$ cat src/rtl/fifo_uart_tx.sv
// Serial transmitter that drains a FIFO read port. Each popped word goes out as
// one frame: a start bit, B data bits LSB first, then STOP_BITS stop bits.
module fifo_uart_tx #(
  parameter int B            = 8,
  parameter int CLKS_PER_BIT = 16,
  parameter int STOP_BITS    = 1
) (
  input  logic         clk,
  input  logic         reset,
  input  logic         tx_en,
  input  logic         empty,
  input  logic [B-1:0] r_data,
  output logic         rd,
  output logic         tx,
  output logic         tx_busy,
  output logic         tx_done_tick
);

  localparam int BC_W = (CLKS_PER_BIT > 1) ? $clog2(CLKS_PER_BIT) : 1;
  localparam int N_W  = $clog2(B) + 1;

  localparam logic [BC_W-1:0] BC_LAST   = BC_W'(CLKS_PER_BIT - 1);
  localparam logic [N_W-1:0]  N_LAST    = N_W'(B - 1);
  localparam logic            STOP_LAST = 1'(STOP_BITS - 1);

  typedef enum logic [1:0] {
    IDLE,
    START,
    DATA,
    STOP
  } state_e;

  state_e            state_q, state_d;
  logic [BC_W-1:0]   bc_q, bc_d;
  logic [N_W-1:0]    n_q, n_d;
  logic              stop_q, stop_d;
  logic [B-1:0]      sh_q, sh_d;
  logic              tx_q, tx_d;

  logic              bc_wrap;
  logic [B-1:0]      sh_shifted;

  assign bc_wrap    = (bc_q == BC_LAST);
  assign sh_shifted = sh_q >> 1;

  always_comb begin
    // NOTE: every signal driven here gets a default first, so no path can
    // leave one unassigned and infer a latch.
    state_d      = state_q;
    bc_d         = bc_q;
    n_d          = n_q;
    stop_d       = stop_q;
    sh_d         = sh_q;
    tx_d         = tx_q;
    rd           = 1'b0;
    tx_done_tick = 1'b0;

    unique case (state_q)
      IDLE: begin
        // The pop is Mealy so the FIFO advances on the same edge we capture.
        rd = tx_en & ~empty & ~reset;
        if (rd) begin
          sh_d    = r_data;
          bc_d    = '0;
          tx_d    = 1'b0;
          state_d = START;
        end else begin
          tx_d = 1'b1;
        end
      end

      START: begin
        if (bc_wrap) begin
          bc_d    = '0;
          n_d     = '0;
          tx_d    = sh_q[0];
          state_d = DATA;
        end else begin
          bc_d = bc_q + BC_W'(1);
        end
      end

      DATA: begin
        if (bc_wrap) begin
          bc_d = '0;
          if (n_q == N_LAST) begin
            tx_d    = 1'b1;
            stop_d  = 1'b0;
            state_d = STOP;
          end else begin
            sh_d = sh_shifted;
            n_d  = n_q + N_W'(1);
            tx_d = sh_shifted[0];
          end
        end else begin
          bc_d = bc_q + BC_W'(1);
        end
      end

      STOP: begin
        if (bc_wrap) begin
          bc_d = '0;
          if (stop_q == STOP_LAST) begin
            tx_done_tick = 1'b1;
            state_d      = IDLE;
          end else begin
            stop_d = stop_q + 1'b1;
          end
        end else begin
          bc_d = bc_q + BC_W'(1);
        end
      end

      default: begin
        state_d = IDLE;
        tx_d    = 1'b1;
      end
    endcase
  end

  always_ff @(posedge clk) begin
    // NOTE: state is updated with non-blocking assignments only, and the
    // shift register is cleared on reset like every other register here.
    if (reset) begin
      state_q <= IDLE;
      bc_q    <= '0;
      n_q     <= '0;
      stop_q  <= 1'b0;
      sh_q    <= '0;
      tx_q    <= 1'b1;
    end else begin
      state_q <= state_d;
      bc_q    <= bc_d;
      n_q     <= n_d;
      stop_q  <= stop_d;
      sh_q    <= sh_d;
      tx_q    <= tx_d;
    end
  end

  assign tx      = tx_q;
  assign tx_busy = (state_q != IDLE);

endmodule

$ cat config.mk
export PLATFORM = sky130hd
export DESIGN_NAME = fifo_uart_tx
export DESIGN_NICKNAME = d
export VERILOG_FILES = /design/src/rtl/fifo_uart_tx.sv
export SDC_FILE = /design/constraint.sdc
export NUM_CORES = 1
export LEC_CHECK = 0
export CORE_AREA = 2 2 52 54
export CTS_CLUSTER_DIAMETER = 120
export CTS_CLUSTER_SIZE = 16
export DETAILED_ROUTE_END_ITERATION = 8
export DIE_AREA = 0 0 54 56
export MAX_ROUTING_LAYER = met4
export PLACE_DENSITY_LB_ADDON = 0.25
export SYNTH_ARGS = -nofsm -noshare
export SYNTH_HDL_FRONTEND = slang
export SYNTH_SLANG_ARGS = --single-unit
export TNS_END_PERCENT = 5
$ cat constraint.sdc
create_clock -name clk -period 1.52 [get_ports clk]
set_input_delay 0.456 -clock clk [delete_from_list [all_inputs] [get_ports clk]]
set_output_delay 0.456 -clock clk [all_outputs]
set_load 0.01 [all_outputs]
# Word-level counts from Yosys, hierarchy flattened
# Index checks and enable logic that the tools add are counted.
# word_totals
regBits	20
in_bits	12
output_inout_bits	4
# op_classes
addsub	3
n_eq_ne	12
n_mux	32
n_bitwise	4
reduce_logical	12
# op_table
cell	count
two-way mux 8 bit	3
two-way mux 4 bit	5
one-hot mux 4 bit (2 select lines)	2
one-hot mux 8 bit (2 select lines)	1
!= test 2 bit, second input constant	7
two-way mux 1 bit	12
two-way mux 2 bit	6
AND reduction 4 bit	3
adder 4 x 1 -> 4 bit, second input constant	2
one-hot mux 2 bit (4 select lines)	1
nonzero test 2 bit	4
AND reduction 6 bit	1
equality test 2 bit, second input constant	2
equality test 4 x 3 -> 1 bit, second input constant	1
equality test 4 bit, second input constant	1
one-hot mux 1 bit (3 select lines)	1
AND reduction 3 bit	1
nonzero test 3 bit	1
OR reduction 3 bit	1
AND 1 bit	2
equality test 2 x 1 -> 1 bit, second input constant	1
zero test 2 bit	1
NOT 1 bit	2
one-hot mux 1 bit (2 select lines)	1
adder 1 bit, second input constant	1

# Depth between registers and ports, before layout
# Gate-level depths: netlist of run 1.
# depth
ltp_word	5
ltp_mapped	8
mapped_depth_nobuf	6

# Worst setup path before layout of run 1
# OpenSTA, ideal clock, no wires.
# synth_path
kind	reg-to-reg
start	register state_q[0]
end	register tx_q (netlist: tx)
setup_ns	0.122
arrival_time_ns	1.430
required_time_ns	1.398
slack_ns	-0.032
path_stages_with_launch	7
path_buffers	0
period_less_slack_ns	1.552
cell_sequence	dfxtp_1 -> inv_1 -> ha_1 -> or2_1 -> a21oi_1 -> nor2b_1 -> a311o_1
# synth_between
elab_chain_len	3
elab_cells_between_ends	8
# synth_rtl
element	line_no	text
from (decl)	33	state_e state_q, state_d;
from (signal assigned)	132	state_q <= state_d;
equality test 2 x 1 -> 1 bit (tied with other cells)	58	unique case (state_q)
!= test 2 bit (no line) / nonzero test 3 bit (equally long branches)	n/a	
AND reduction 3 bit (no line)	n/a	
to (signal assigned)	137	tx_q <= tx_d;
to (decl)	38	logic tx_q, tx_d;
# Parallel ways exist; a longest one is shown, timed or not.
# A chain may end at the register's enable or synchronous reset.

# Worst setup path in the final report of run 1
# layout_path
start	register bc_q[1]
end	output tx_done_tick
# layout_between
elab_chain_len	3
# layout_rtl
element	line_no	text
from (decl)	34	logic [BC_W-1:0] bc_q, bc_d;
from (signal assigned)	126	bc_q <= '0;
from (signal assigned)	133	bc_q <= bc_d;
equality test 4 bit	43	assign bc_wrap = (bc_q == BC_LAST);
two-way mux 1 bit	101	if (bc_wrap) begin
two-way mux 1 bit	58	
to (decl)	16	output logic tx_done_tick
# Every way passes these cells.

==> metrics.yaml, run 1 <==
cp_slowest_cell: "dfxtp_2"
pwr-share-clk_pct: 9.1
synth-seq-area-share_pct: 33.2
place_area_mm2: 0.00154
crit_type: "reg -> out"
grt.busiest_layer: "met2"
clk_root_buffer_cell: "clkbuf_4"
grt_overflow: 0
fillers: 169
outcome: "finished with violations"
powerDensity_mw_per_mm2: 1530
failed_checks: "setup timing"
netSwitchingFraction_pct: 39.0
tightestPinTransition_ns: 0.276
dieArea_mm2: 0.00302
p_sw_w: 0.00111
grt_max_degree: 22
syn_area_mm2: 0.00114
cts_tree: "done"
path_delay_family: "flip-flops"
fin_util_pct: 76.7
final-hold-violation-count: 0
die_h_um: 56
maxCapViolations: 0
nets: 201
slew_violations: 0
h-tree-depth: 1
grt_util_all_layers_pct: 22.4
vias: 1219
clk_pin_slew_ns: 0.11
coreArea_mm2: 0.00243
groute.layer.met3.usage_pct: 2.69
setup.worst_path.start_class: "register"
setup_tns_ns: -1.23
crit_buf_inv: 1
ys_ff_latch: 19
start_util_pct: 47.1
cts_num_sinks: 19
hold_path.class: "reg -> reg"
stdcell_area_mm2: 0.00187
firstDrtPassIters: 4
arrival_ns: 1.22
wl_per_cell_um: 16.3
postRouteAntennaNets: 0
synthArstFlopShare_pct: 0
clock_latency_ns: 0.29
max_freq_mhz: 598
setup_ws_ns: -0.152
ys_types: 39
clock_path_buffers: 2
rsz0062_at_grt: "true"
avgSynthCellArea_um2: 9.01
io_buffers: 15
p_leak_nw: 0.710
power.share.combinational_pct: 65.5
grt_use_met1_pct: 28.4
synthFlopType: "dfxtp_1"
slew_headroom_pct: 81.6
area_growth_pct: 63.1
final-setup-viol-count: 15
power.internal_w: 0.00174
yosys_warnings: 0
fin_crit_ns: 1.67
syn_nets: 146
hold_ws_ns: 0.524
row_count: 18
synthCells: 127
end_kind: "primary output"
n_antenna_cell: 0
grt_pass1_vias: 1188
drt_iter0_drc: 26
grt_use_met2_pct: 36.1
antenna_found_initial: 0
drive_above_1_share_pct: 49.2
peakVddDrop_mv: 1.29
grt_pass1_wl_um: 5040
die_width_um: 54
wl_um: 3450
hpwl_um: 2120
ios: 16
fin_skew_ns: 0.00168
critical_path_required_ns: 1.06
pwr-share-seq_pct: 25.4
viasPerCell: 5.78
cp_cell_sequence: "ha_4 > and3_4 > and2_4 > buf_6"
critical_path.max_stage_delay_ns: 0.35
cts_buffers: 3
place_congestion: 0.779
drc: 0
period_share_pct: 110
synth_edf_count: 0
critPathMaxFanout: 2
## cell usage after synthesis (2+ instances only)
library cell | n | area share [%]
a311oi_1 | 5 | 3.8
nand4_1 | 3 | 1.6
mux2i_1 | 9 | 7.9
a21oi_1 | 12 | 5.2
a21o_1 | 2 | 1.3
buf_2 | 3 | 1.3
nand2b_1 | 4 | 2.2
buf_4 | 2 | 1.3
dfxtp_1 | 19 | 33
nor3_1 | 2 | 0.87
a311oi_2 | 3 | 3.9
nand2_1 | 7 | 2.3
clkbuf_1 | 2 | 0.66
o21ai_1 | 4 | 1.7
ha_1 | 7 | 7.6
nor2_1 | 11 | 3.6
and2_1 | 3 | 1.6
a21oi_2 | 3 | 2.3
inv_1 | 2 | 0.66
nand3_1 | 5 | 2.2
## flip-flops by register name, summed over array words and instances (netlist names)
signal,flops
bc_q,4
tx,1
state_q,2
n_q,4
sh_q,8
## final timing paths
kind                    from           end  slack, ns  cells past startpoint
setup / recovery     bc_q[1]  tx_done_tick      -0.15                      4
hold / removal    state_q[1]    state_q[1]       0.52                      2
setup reg to reg  state_q[0]    state_q[0]      -0.15                      8
hold reg to reg   state_q[1]    state_q[1]       0.52                      2
## power groups by stage
stage | registers, W | logic [W] | clock network (W)
after floorplan | 0.000705 | 0.000770 | 0
after global placement | 0.000705 | 0.00126 | 0
after detailed placement | 0.000716 | 0.00131 | 0
after CTS | 0.000713 | 0.00160 | 0.000265
after global routing | 0.000739 | 0.00198 | 0.000283
final | 0.000726 | 0.00187 | 0.000259
## per-layer routing
| layer | wire length (um) | vias to the layer above |
|---|---|---|
| met5 | 0 | - |
| met4 | 62 | 0 |
| met3 | 87 | 10 |
| met2 | 1790 | 26 |
| met1 | 1510 | 595 |
| li1 | - | 588 |
## final cells by class
type / instances / area (um^2) / area share [%]
Multi-Input combinational cell: 97 / 885 / 47.4
Clock buffer: 3 / 22.5 / 1.21
Tap cell: 30 / 37.5 / 2.01
Inverter: 3 / 11.3 / 0.603
Clock inverter: 1 / 5.00 / 0.268
Timing Repair Buffer: 58 / 520 / 27.9
Sequential cell: 19 / 385 / 20.6
## logic make-up after synthesis
| family | Yosys count | synth area share, % |
|---|---|---|
| AO/OA/AOI/OAI | 39 | 26.7 |
| flip-flops | 19 | 33.2 |
| multiplexers | 9 | 7.87 |
| adder cells (fa/ha/maj) | 7 | 7.65 |
| AND/OR/NAND/NOR | 42 | 19.3 |
| buffers and inverters | 11 | 5.25 |
## through the flow
stage | setup WS [ns] | instances | power, W
4_1_cts | -0.182 | 208 | 0.00258
3_5_place_dp | -0.692 | 196 | 0.00203
6_report | -0.152 | 211 | 0.00286
3_3_place_gp | -0.663 | 196 | 0.00197
2_1_floorplan | 0.00384 | 127 | 0.00148
5_1_grt | -0.201 | 211 | 0.00300
## worst min-delay path, stage by stage (launching register included)
cell and delay [ns]:
dfxtp_2 0.36, nand2b_1 0.07, mux2i_1 0.06
## timing repair
action                     4_1_cts  5_1_grt
hold buffers                     0        0
cloned                           1        0
buffers inserted                 7        3
setup endpoints to repair       22       18
resized for setup               42       22
pin swaps                       14        9
## layout by cell type, fill, tap and decap left out, drive strengths merged, types with 2 or more instances in the layout
master,instances
nand2b,5
o21ai,4
nor3,2
nand2,7
clkdlybuf4s50,8
dlygate4sd2,4
ha,7
buf,46
nor2,11
nand4,3
a21oi,15
a21o,2
and2,3
inv,3
dfxtp,19
a311oi,8
mux2i,9
nand3,5
clkbuf,3
Note: power is estimated with default switching activity, not from simulation.
==> run 2, diff against run 1 <==
--- a/config.mk
+++ b/config.mk
@@ -10,6 +10,7 @@
 export CTS_CLUSTER_SIZE = 16
 export DETAILED_ROUTE_END_ITERATION = 8
 export DIE_AREA = 0 0 54 56
+export GPL_ROUTABILITY_DRIVEN = 0
 export MAX_ROUTING_LAYER = met4
 export PLACE_DENSITY_LB_ADDON = 0.25
 export SYNTH_ARGS = -nofsm -noshare
==> constraint.sdc (replaced) <==
create_clock -name clk -period 1.5 [get_ports clk]
set_input_delay 0.45 -clock clk [delete_from_list [all_inputs] [get_ports clk]]
set_output_delay 0.45 -clock clk [all_outputs]
set_load 0.01 [all_outputs]
==> metrics.yaml, run 2 (synthesis gave the netlist of run 1 again) <==
outcome: "finished with violations"  # unchanged
failed_checks: "setup timing"  # unchanged
clk_root_buffer_cell: "clkbuf_4"  # unchanged
grt_util_all_layers_pct: 24.0  # was 22.4%
antenna_found_initial: 0  # unchanged
setup_tns_ns: -0.934  # was -1.23 ns
hold_path.class: "reg -> reg"  # unchanged
grt_overflow: 0  # unchanged
start_util_pct: 47.1  # unchanged
critical_path.max_stage_delay_ns: 0.36  # was 0.35 ns
postRouteAntennaNets: 0  # unchanged
critPathLaunch: "bc_q[0]"  # was bc_q[1]
drive_above_1_share_pct: 46.6  # was 49.2%
tightestPinTransition_ns: 0.268  # was 0.276 ns
hold_depth: 2  # unchanged
crit_type: "reg -> out"  # unchanged
firstDrtPassIters: 4  # unchanged
p_leak_nw: 0.682  # was 0.710 nW
wl_per_cell_um: 15.1  # was 16.3 um
drc: 0  # unchanged
coreArea_mm2: 0.00243  # unchanged
layout_common_cells: "buf_4, dfxtp_1, nor2_1, mux2i_1"  # was buf_4, dfxtp_1, a21oi_1, nor2_1, mux2i_1
viasPerCell: 5.64  # was 5.78
clk_pin_slew_ns: 0.12  # was 0.11 ns
critical_path_required_ns: 1.05  # was 1.06 ns
die_h_um: 56  # unchanged
fillers: 173  # was 169
largest_registers: "sh_q: 8 flops, bc_q: 4 flops, n_q: 4 flops"  # unchanged
wl_um: 3130  # was 3450 um
final_common_cell: "buf_4"  # unchanged
grt_max_degree: 22  # unchanged
period_share_pct: 112
power.internal_w: 0.00166  # was 0.00174 W
setup.worst_path.start_class: "register"  # unchanged
netSwitchingFraction_pct: 38.3  # was 39.0%
clock_latency_ns: 0.30  # was 0.29 ns
largest_reg_flops: 8  # unchanged
row_count: 18  # unchanged
peakVddDrop_mv: 1.21  # was 1.29 mV
cts_buffers: 3  # unchanged
setup_ws_ns: -0.187  # was -0.152 ns
nets: 198  # was 201
area_growth_pct: 56.9  # was 63.1%
pwr-share-seq_pct: 26.9  # was 25.4%
die_width_um: 54  # unchanged
fin_skew_ns: 0.00119  # was 0.00168 ns
grt_pass1_wl_um: 5350  # was 5040 um
stdcell_area_mm2: 0.00180  # was 0.00187 mm^2
h-tree-depth: 1  # unchanged
place_area_mm2: 0.00155  # was 0.00154 mm^2
rsz0062_at_grt: "true"  # unchanged
end_kind: "primary output"  # unchanged
p_sw_w: 0.00103  # was 0.00111 W
arrival_ns: 1.24  # was 1.22 ns
cts_tree: "done"  # unchanged
pwr-share-clk_pct: 10.2  # was 9.1%
fin_util_pct: 73.9  # was 76.7%
cp_cell_sequence: "ha_4 > and3_4 > and2_4 > buf_6"  # unchanged
top_register: "sh_q"  # unchanged
n_antenna_cell: 0  # unchanged
hold_path.startpoint: "sh_q[0]"  # was state_q[1]
final-hold-violation-count: 0  # unchanged
final-setup-viol-count: 13  # was 15
slew_headroom_pct: 82.1  # was 81.6%
slew_violations: 0  # unchanged
fin_crit_ns: 1.69
critPathMaxFanout: 2  # unchanged
clock_path_buffers: 2  # unchanged
ios: 16  # unchanged
max_freq_mhz: 593
vias: 1173  # was 1,219
grt_pass1_vias: 1229  # was 1,188
r2r_cells: 9  # was 8
power.share.combinational_pct: 62.8  # was 65.5%
hpwl_um: 2170  # was 2120 um
cp_slowest_cell: "dfxtp_2"  # unchanged
pre_cts_ws_ns: -0.714  # was -0.692 ns
hold_buffers: 0  # unchanged
power.total_w: 0.00270  # was 0.00286 W
maxCapViolations: 0  # unchanged
io_buffers: 15  # unchanged
cts_num_sinks: 19  # unchanged
drt_iter0_drc: 17  # was 26
dieArea_mm2: 0.00302  # unchanged
r2r_start: "bc_q[0]"  # was state_q[0]
powerDensity_mw_per_mm2: 1500  # was 1530 mW/mm^2
run 2: changes by cell type in the layout (fill, tap and decap cells not counted), moves of 2 or more:
cell,previous run,this run
a21oi_1,10,8
a21oi_2,4,7
buf_4,35,33
buf_6,8,6
buf_8,0,2
run 2: layout make-up:
type | instances | area (um^2) | area share, %
Clock buffer | 3 | 22.5 | 1.25
Multi-Input combinational cell | 97 | 850 | 47.3
Inverter | 3 | 11.3 | 0.627
Tap cell | 30 | 37.5 | 2.09
Timing Repair Buffer | 55 | 485 | 27.0
Sequential cell | 19 | 385 | 21.4
Clock inverter | 1 | 5.00 | 0.279
run 2: path summary, 6_finish.rpt:
check,endpoint,slack [ns]
max,tx_done_tick,-0.19
min,sh_q[0],0.52
max reg2reg,sh_q[6],-0.14
min reg2reg,sh_q[0],0.52
run 2: worst max-delay path, delay by kind of cell, from the launching register on:
kind,cells,cell delay (ns)
and+or+nand+nor,2,0.31
DFF,1,0.36
adders and majority gates,1,0.16
buffers and inverters,1,0.11
run 2: metrics by stage:
stage | hold slack (ns) | cells
3_5_place_dp | 0.504 | 197
5_1_grt | 0.553 | 208
2_1_floorplan | 0.453 | 127
6_report | 0.524 | 208
3_3_place_gp | 0.494 | 197
4_1_cts | 0.524 | 208
run 2: power by group through the flow:
stage               Clock (W)  Combinational (W)  Sequential [W]
floorplan                   0           0.000791        0.000714
CTS                  0.000285            0.00164        0.000720
detailed placement          0            0.00133        0.000717
global route         0.000300            0.00182        0.000740
global placement            0            0.00129        0.000709
finish               0.000276            0.00169        0.000726
run 2: timing repair:
item	CTS	global route
gates cloned	0	0
resized for setup	49	11
pin swaps	18	8
endpoints found under the setup margin	22	21
setup buffers	7	0
run 2: layer usage:
layer  vias to the layer above  wire, um  GRT usage (%)
met5                         -         0              -
met4                         0        69           9.64
met3                         8        72           3.23
met2                        17      1590           37.6
met1                       571      1400           30.4
li1                        577         -              -
==> run 3, diff against run 2 <==
--- a/config.mk
+++ b/config.mk
@@ -5,6 +5,7 @@
 export SDC_FILE = /design/constraint.sdc
 export NUM_CORES = 1
 export LEC_CHECK = 0
+export ABC_CLOCK_PERIOD_IN_PS = 1500
 export CORE_AREA = 2 2 52 54
 export CTS_CLUSTER_DIAMETER = 120
 export CTS_CLUSTER_SIZE = 16
==> results of run 3 <==
No change in the layout: final DEF, timing and power equal those of run 2.
